`config.mk`:
```
export PLATFORM = sky130hd
export DESIGN_NAME = huff_bit_packer
export DESIGN_NICKNAME = d
export VERILOG_FILES = /design/src/rtl/huff_bit_packer_pkg.sv /design/src/rtl/huff_bit_align.sv /design/src/rtl/huff_bit_packer.sv
export SDC_FILE = /design/constraint.sdc
export NUM_CORES = 1
export LEC_CHECK = 0
export ABC_AREA = 1
export ABC_CLOCK_PERIOD_IN_PS = 7650
export BUFFER_PORTS_ARGS = -buffer_cell sky130_fd_sc_hd__buf_4
export CAP_MARGIN = 25
export CORE_MARGIN = 2
export CORE_UTILIZATION = 55
export CTS_BUF_LIST = sky130_fd_sc_hd__clkbuf_8 sky130_fd_sc_hd__clkbuf_16
export CTS_CLUSTER_DIAMETER = 80
export DETAILED_ROUTE_END_ITERATION = 8
export PLACE_DENSITY = 0.75
export SETUP_SLACK_MARGIN = 0.3
export SLEW_MARGIN = 20
export SYNTH_ARGS = -nofsm -noshare
export SYNTH_HDL_FRONTEND = slang
export SYNTH_SLANG_ARGS = --single-unit
```
`constraint.sdc`:
```
create_clock -name clk -period 7.65 [get_ports clk]
set_input_delay 0.765 -clock clk [delete_from_list [all_inputs] [get_ports clk]]
set_output_delay 0.765 -clock clk [all_outputs]
set_load 0.03 [all_outputs]
```
`src/rtl/huff_bit_packer_pkg.sv`:
```
// Shared Huffman definitions: codeword
// field layout, output width, packer FSM.
package huff_bit_packer_pkg;

  localparam int CW_LEN_MSB = 35;
  localparam int CW_LEN_LSB = 31;
  localparam int CW_CODE_W  = 31;
  localparam int OUT_W      = 32;

  typedef enum logic [1:0] {
    RUN   = 2'd0,
    FLUSH = 2'd1,
    DONE  = 2'd2
  } state_t;

endpackage

```
`src/rtl/huff_bit_align.sv`:
```
// Left-aligned insert of an L-bit code
// directly below `off` valid bits.
module huff_bit_align
  import huff_bit_packer_pkg::*;
(
  input  logic [62:0]          vec,
  input  logic [5:0]           off,
  input  logic [4:0]           len,
  input  logic [CW_CODE_W-1:0] code,
  output logic [62:0]          res
);

  logic [62:0] mask;
  logic [62:0] ext;
  logic [6:0]  sh;

  // mask the code to len bits, shift it under the valid bits
  always_comb begin
    mask = (63'd1 << len) - 63'd1;
    ext  = {{(63-CW_CODE_W){1'b0}}, code} & mask;
    sh   = 7'd63 - {1'b0, off} - {2'b0, len};
    res  = vec | (ext << sh);
  end

endmodule

```
`src/rtl/huff_bit_packer.sv`:
```
// Packs variable-length Huffman codes
// MSB-first into 32-bit output words.
module huff_bit_packer #(
  parameter int OUT_W = 32,
  parameter int BUF_W = 63
) (
  input  logic             clk,
  input  logic             rstN,
  input  logic             cw_valid,
  output logic             cw_ready,
  input  logic [35:0]      cw_data,
  input  logic             flush,
  output logic             out_valid,
  input  logic             out_ready,
  output logic [OUT_W-1:0] out_data,
  output logic             out_last,
  output logic [5:0]       out_bits,
  output logic             flush_done,
  output logic             busy
);
  import huff_bit_packer_pkg::*;

  state_t           state_q;
  state_t           state_nx;
  logic [BUF_W-1:0] bits_q;
  logic [BUF_W-1:0] bits_sh;
  logic [BUF_W-1:0] bits_ins;
  logic [5:0]       fill_q;
  logic [5:0]       fill_sh;
  logic [5:0]       fill_nx;
  logic [4:0]       len_in;
  logic [OUT_W-1:0] tail_mask;
  logic             slot_free;
  logic             drain;
  logic             tail;
  logic             acc;

  // handshake, drain-then-append datapath
  always_comb begin
    slot_free = !out_valid || out_ready;
    drain     = (fill_q >= 6'd32) && slot_free;
    tail      = (state_q == FLUSH) && (fill_q != 6'd0)
                && (fill_q < 6'd32) && slot_free;
    cw_ready  = (state_q == RUN) && (fill_q <= 6'd32);
    acc       = cw_valid && cw_ready;
    len_in    = acc ? cw_data[CW_LEN_MSB:CW_LEN_LSB] : 5'd0;
    bits_sh   = drain ? {bits_q[BUF_W-OUT_W-1:0], {OUT_W{1'b0}}}
                      : bits_q;
    fill_sh   = drain ? fill_q - 6'd32 : fill_q;
    fill_nx   = fill_sh + {1'b0, len_in};
    tail_mask = ~({OUT_W{1'b1}} >> fill_q[4:0]);
    busy      = (state_q != RUN) || (fill_q != 6'd0);
  end

  huff_bit_align u_align (
    .vec  (bits_sh),
    .off  (fill_sh),
    .len  (len_in),
    .code (cw_data[CW_CODE_W-1:0]),
    .res  (bits_ins)
  );

  // block sequencing: run, drain tail, report done
  always_comb begin
    state_nx = state_q;
    unique case (state_q)
      RUN:     if (flush) state_nx = FLUSH;
      FLUSH:   if (tail || fill_q == 6'd0) state_nx = DONE;
      DONE:    if (slot_free) state_nx = RUN;
      default: state_nx = RUN;
    endcase
  end

  // state, bit buffer and fill level
  always_ff @(posedge clk or negedge rstN) begin
    if (!rstN) begin
      state_q <= RUN;
      bits_q  <= '0;
      fill_q  <= '0;
    end else begin
      state_q <= state_nx;
      bits_q  <= tail ? '0 : bits_ins;
      fill_q  <= tail ? 6'd0 : fill_nx;
    end
  end

  // output word slot and done pulse
  always_ff @(posedge clk or negedge rstN) begin
    if (!rstN) begin
      out_valid  <= 1'b0;
      out_data   <= '0;
      out_last   <= 1'b0;
      out_bits   <= '0;
      flush_done <= 1'b0;
    end else begin
      flush_done <= (state_q == DONE) && slot_free;
      if (drain) begin
        out_valid <= 1'b1;
        out_data  <= bits_q[BUF_W-1 -: OUT_W];
        out_bits  <= 6'd32;
        out_last  <= (state_q == FLUSH) && (fill_q == 6'd32);
      end else if (tail) begin
        out_valid <= 1'b1;
        out_data  <= bits_q[BUF_W-1 -: OUT_W] & tail_mask;
        out_bits  <= fill_q;
        out_last  <= 1'b1;
      end else if (out_ready) begin
        out_valid <= 1'b0;
      end
    end
  end

endmodule

```
==> results.yml <==
status:
  result_of_the_run: "completed"
synthesis:
  synthFlopType: "sky130_fd_sc_hd__dfrtp_1"
  post_synth_instance_area_um2: 8650
  asyncSetResetFlopFracSynth_pct: 100
  syn-num-nets: 1346
  unique_masters_post_synth: 48
  postSynthRegisterBits: 112
  yosysWarnings: 0
  avgSynthCellArea_um2: 6.73
  synth_sequential_area_ratio_pct: 32.4
  synthesized_instance_count: 1286
  synth_enable_flop_cells: 0
routing:
  vias: 9174
  final_antenna_net_count: 0
  post_drt_via_cell_ratio: 5.99
  firstDrtPassIters: 6
  overall_routed_net_length_mm: 27.8
  drt_drc_violations_left: 0
  wire_per_inst_um: 18.1
  number_of_drc_markers_in_iteration_0: 1330
timing:
  timing.final.hold_violations: 0
  peak_clock_frequency_supported_by_timing_ghz: 0.201
  slew_headroom_pct: 37.1
  maxSlewViolCount: 0
  crit_share_post_route_pct: 65.1
  worst_pin_slew_ps: 937
  setup_viol: 0
  finClkSkew_ps: 12.9
  fin_tns_setup_ps: 0
  rsz_0062_raised_after_global_routing: "no"
  period_needed_ps: 4980
cells_and_area:
  final_nets: 1375
  layout_commonest_cell: "sky130_fd_sc_hd__nand2_1"
  proportion_of_layout_cells_with_a_drive_suffix_above_1_pct: 13.0
  area_of_the_multi_input_gates_um2: 5120
  mostFrequentLayoutCells: "sky130_fd_sc_hd__nand2_1, sky130_fd_sc_hd__nand3_1, sky130_fd_sc_hd__dfrtp_1"
  register_area_um2: 2800
  layout.filler_cells: 1484
  n_antenna_cell: 0
  layout_stage_area_growth_over_the_synthesis_result_pct: 11.8
die:
  chipWidth_um: 129
  dieHeight_um: 129
  rows: 45
  die-area_um2: 16800
  initial_core_util_pct: 56.5
  pin_count: 84
  placeableCoreArea_um2: 15300
worst_hold_path:
  min-delay-path-class: "in -> async"
placed_design:
  placement.io_buffers: 83
  gpl.final_weighted_congestion: 1.02
  post-dp-hpwl_mm: 21.0
critical_path:
  critical_path_required_ps: 7950
  timing.critical_path.fanout_max: 25
  worst_setup_path_endpoint: "bits_q[24]"
  critical_path.startpoint_type: "register"
  reg2reg_to: "bits_q[24]"
  cp-end-kind: "register"
  worst_ep_arrival_time_ps: 5280
  rrSetupSlack_ps: 2670
  crit-reg2reg-launch: "fill_q[3]"
  r2r.worst_path.cells: 17
  crit_start: "fill_q[3]"
  setup.worst_path.class: "reg -> reg"
cts:
  postCtsSetupBuffers: 0
  clkSinkCount: 112
  post_cts_resize_count: 0
  clk-insertion-delay-late_ps: 360
  clock_tree.buffer_depth: 2
  root_buffer: "sky130_fd_sc_hd__clkbuf_16"
  htree_levels: 3
  cts.clk_slew.worst_paths_ps: 80
  tritoncts_buffers: 9
  hold_buffers: 0
  clock_tree_from_tritoncts: "yes"
grt:
  number_of_global_route_vias_before_repair: 8254
  track_usage_pct: 33.8
  grt_max_degree: 64
  wire_length_of_the_first_global_routing_pass_mm: 43.8
  globalRouteOverflowTotal: 0
  top_usage_layer: "met2"
  met1_usage_pct: 46.9
  gr-usage-met2_pct: 52.2
  global_route.usage.met3_pct: 7.60
  grt_antenna_before_repair: 0
flow_run:
  cap_violations: 0
how the worst min path moves through the flow:
stage               cells after the start         start           end
finish                                  1          rstN    state_q[1]
detailed placement                      2   out_data[8]   out_data[8]
global route                            2  out_data[28]  out_data[28]
floorplan                               2    bits_q[30]    bits_q[30]
global placement                        1    bits_q[23]    bits_q[23]
CTS                                     1          rstN     fill_q[5]
worst max-delay path: stages (launching register included):
cell                      delay [ps]
sky130_fd_sc_hd__dfrtp_1         480
sky130_fd_sc_hd__nor2_4          230
sky130_fd_sc_hd__nand3_4         150
sky130_fd_sc_hd__nand2_8         140
sky130_fd_sc_hd__nand4_2         400
sky130_fd_sc_hd__ha_1            540
sky130_fd_sc_hd__inv_1           100
sky130_fd_sc_hd__fa_1            490
sky130_fd_sc_hd__o21ai_0         240
sky130_fd_sc_hd__xor2_1          160
sky130_fd_sc_hd__buf_4           240
sky130_fd_sc_hd__inv_1           360
sky130_fd_sc_hd__nor2_1          200
sky130_fd_sc_hd__inv_1           100
sky130_fd_sc_hd__nor2_1          420
sky130_fd_sc_hd__inv_2           340
sky130_fd_sc_hd__a21oi_1         220
sky130_fd_sc_hd__a21o_1          110
area by class of cell:
cell class                      count  area share, %
Clock inverter                      6          0.841
Inverter                          110           4.27
Clock buffer                       10           2.47
Sequential cell                   112           29.0
Tap cell                          211           2.73
Multi-Input combinational cell    986           52.9
Timing Repair Buffer               96           7.79
cell usage after synthesis, types with 8 or more instances:
master | number | area share, %
sky130_fd_sc_hd__nand2_1 | 332 | 14
sky130_fd_sc_hd__nand3_1 | 236 | 14
sky130_fd_sc_hd__dfrtp_1 | 112 | 32
sky130_fd_sc_hd__inv_1 | 99 | 4.3
sky130_fd_sc_hd__o21ai_0 | 96 | 5.6
sky130_fd_sc_hd__nor2_1 | 69 | 3.0
sky130_fd_sc_hd__a21oi_1 | 59 | 3.4
sky130_fd_sc_hd__clkbuf_1 | 45 | 2.0
sky130_fd_sc_hd__nand4_1 | 43 | 3.1
sky130_fd_sc_hd__buf_2 | 20 | 1.2
sky130_fd_sc_hd__ha_1 | 17 | 2.5
sky130_fd_sc_hd__o22ai_1 | 16 | 1.2
sky130_fd_sc_hd__mux2i_1 | 12 | 1.4
sky130_fd_sc_hd__o211ai_1 | 12 | 1.0
sky130_fd_sc_hd__nand3_2 | 11 | 1.3
sky130_fd_sc_hd__a21o_1 | 8 | 0.69
sky130_fd_sc_hd__inv_2 | 8 | 0.35
sky130_fd_sc_hd__nor2_2 | 8 | 0.58
sky130_fd_sc_hd__o21ai_1 | 8 | 0.46
sequential cells by signal, summed over array words and instances (netlist names):
name	flops
bits_q	63
fill_q	6
flush_done	1
out_bits	6
out_data	32
out_last	1
out_valid	1
state_q	2
cells by family (layout without fill, tap and decap cells):
family / after synthesis / count (layout) / share of synthesized area, %
XOR/XNOR: 7 / 7 / 0.709
adder cells (fa/ha/maj): 19 / 19 / 2.92
AO/OA/AOI/OAI: 215 / 215 / 13.8
multiplexers: 12 / 12 / 1.39
flip-flops: 112 / 112 / 32.4
AND/OR/NAND/NOR: 733 / 733 / 39.9
buffers and inverters: 188 / 222 / 8.84
stage by stage:
| step | setup WS, ps | area [um^2] | cells | hold WS [ps] | utilization (%) |
|---|---|---|---|---|---|
| final | 2670 | 9670 | 1531 | 462 | 63.2 |
| after global routing | 2410 | 9670 | 1531 | 508 | 63.2 |
| after CTS | 2800 | 9640 | 1530 | 484 | 63.0 |
| after detailed placement | 2770 | 9320 | 1514 | 469 | 60.9 |
| after global placement | 2910 | 9300 | 1513 | 462 | 60.8 |
| after floorplan | 3740 | 8650 | 1286 | 449 | - |
per-layer routing:
metal	vias to the layer above	wire, um
li1	4406	-
met1	4201	11900
met2	488	12300
met3	79	2510
met4	0	1050
met5	-	0
Power is not shown: default switching activity piles up to over one toggle a cycle in this logic, so the estimate is an artifact.
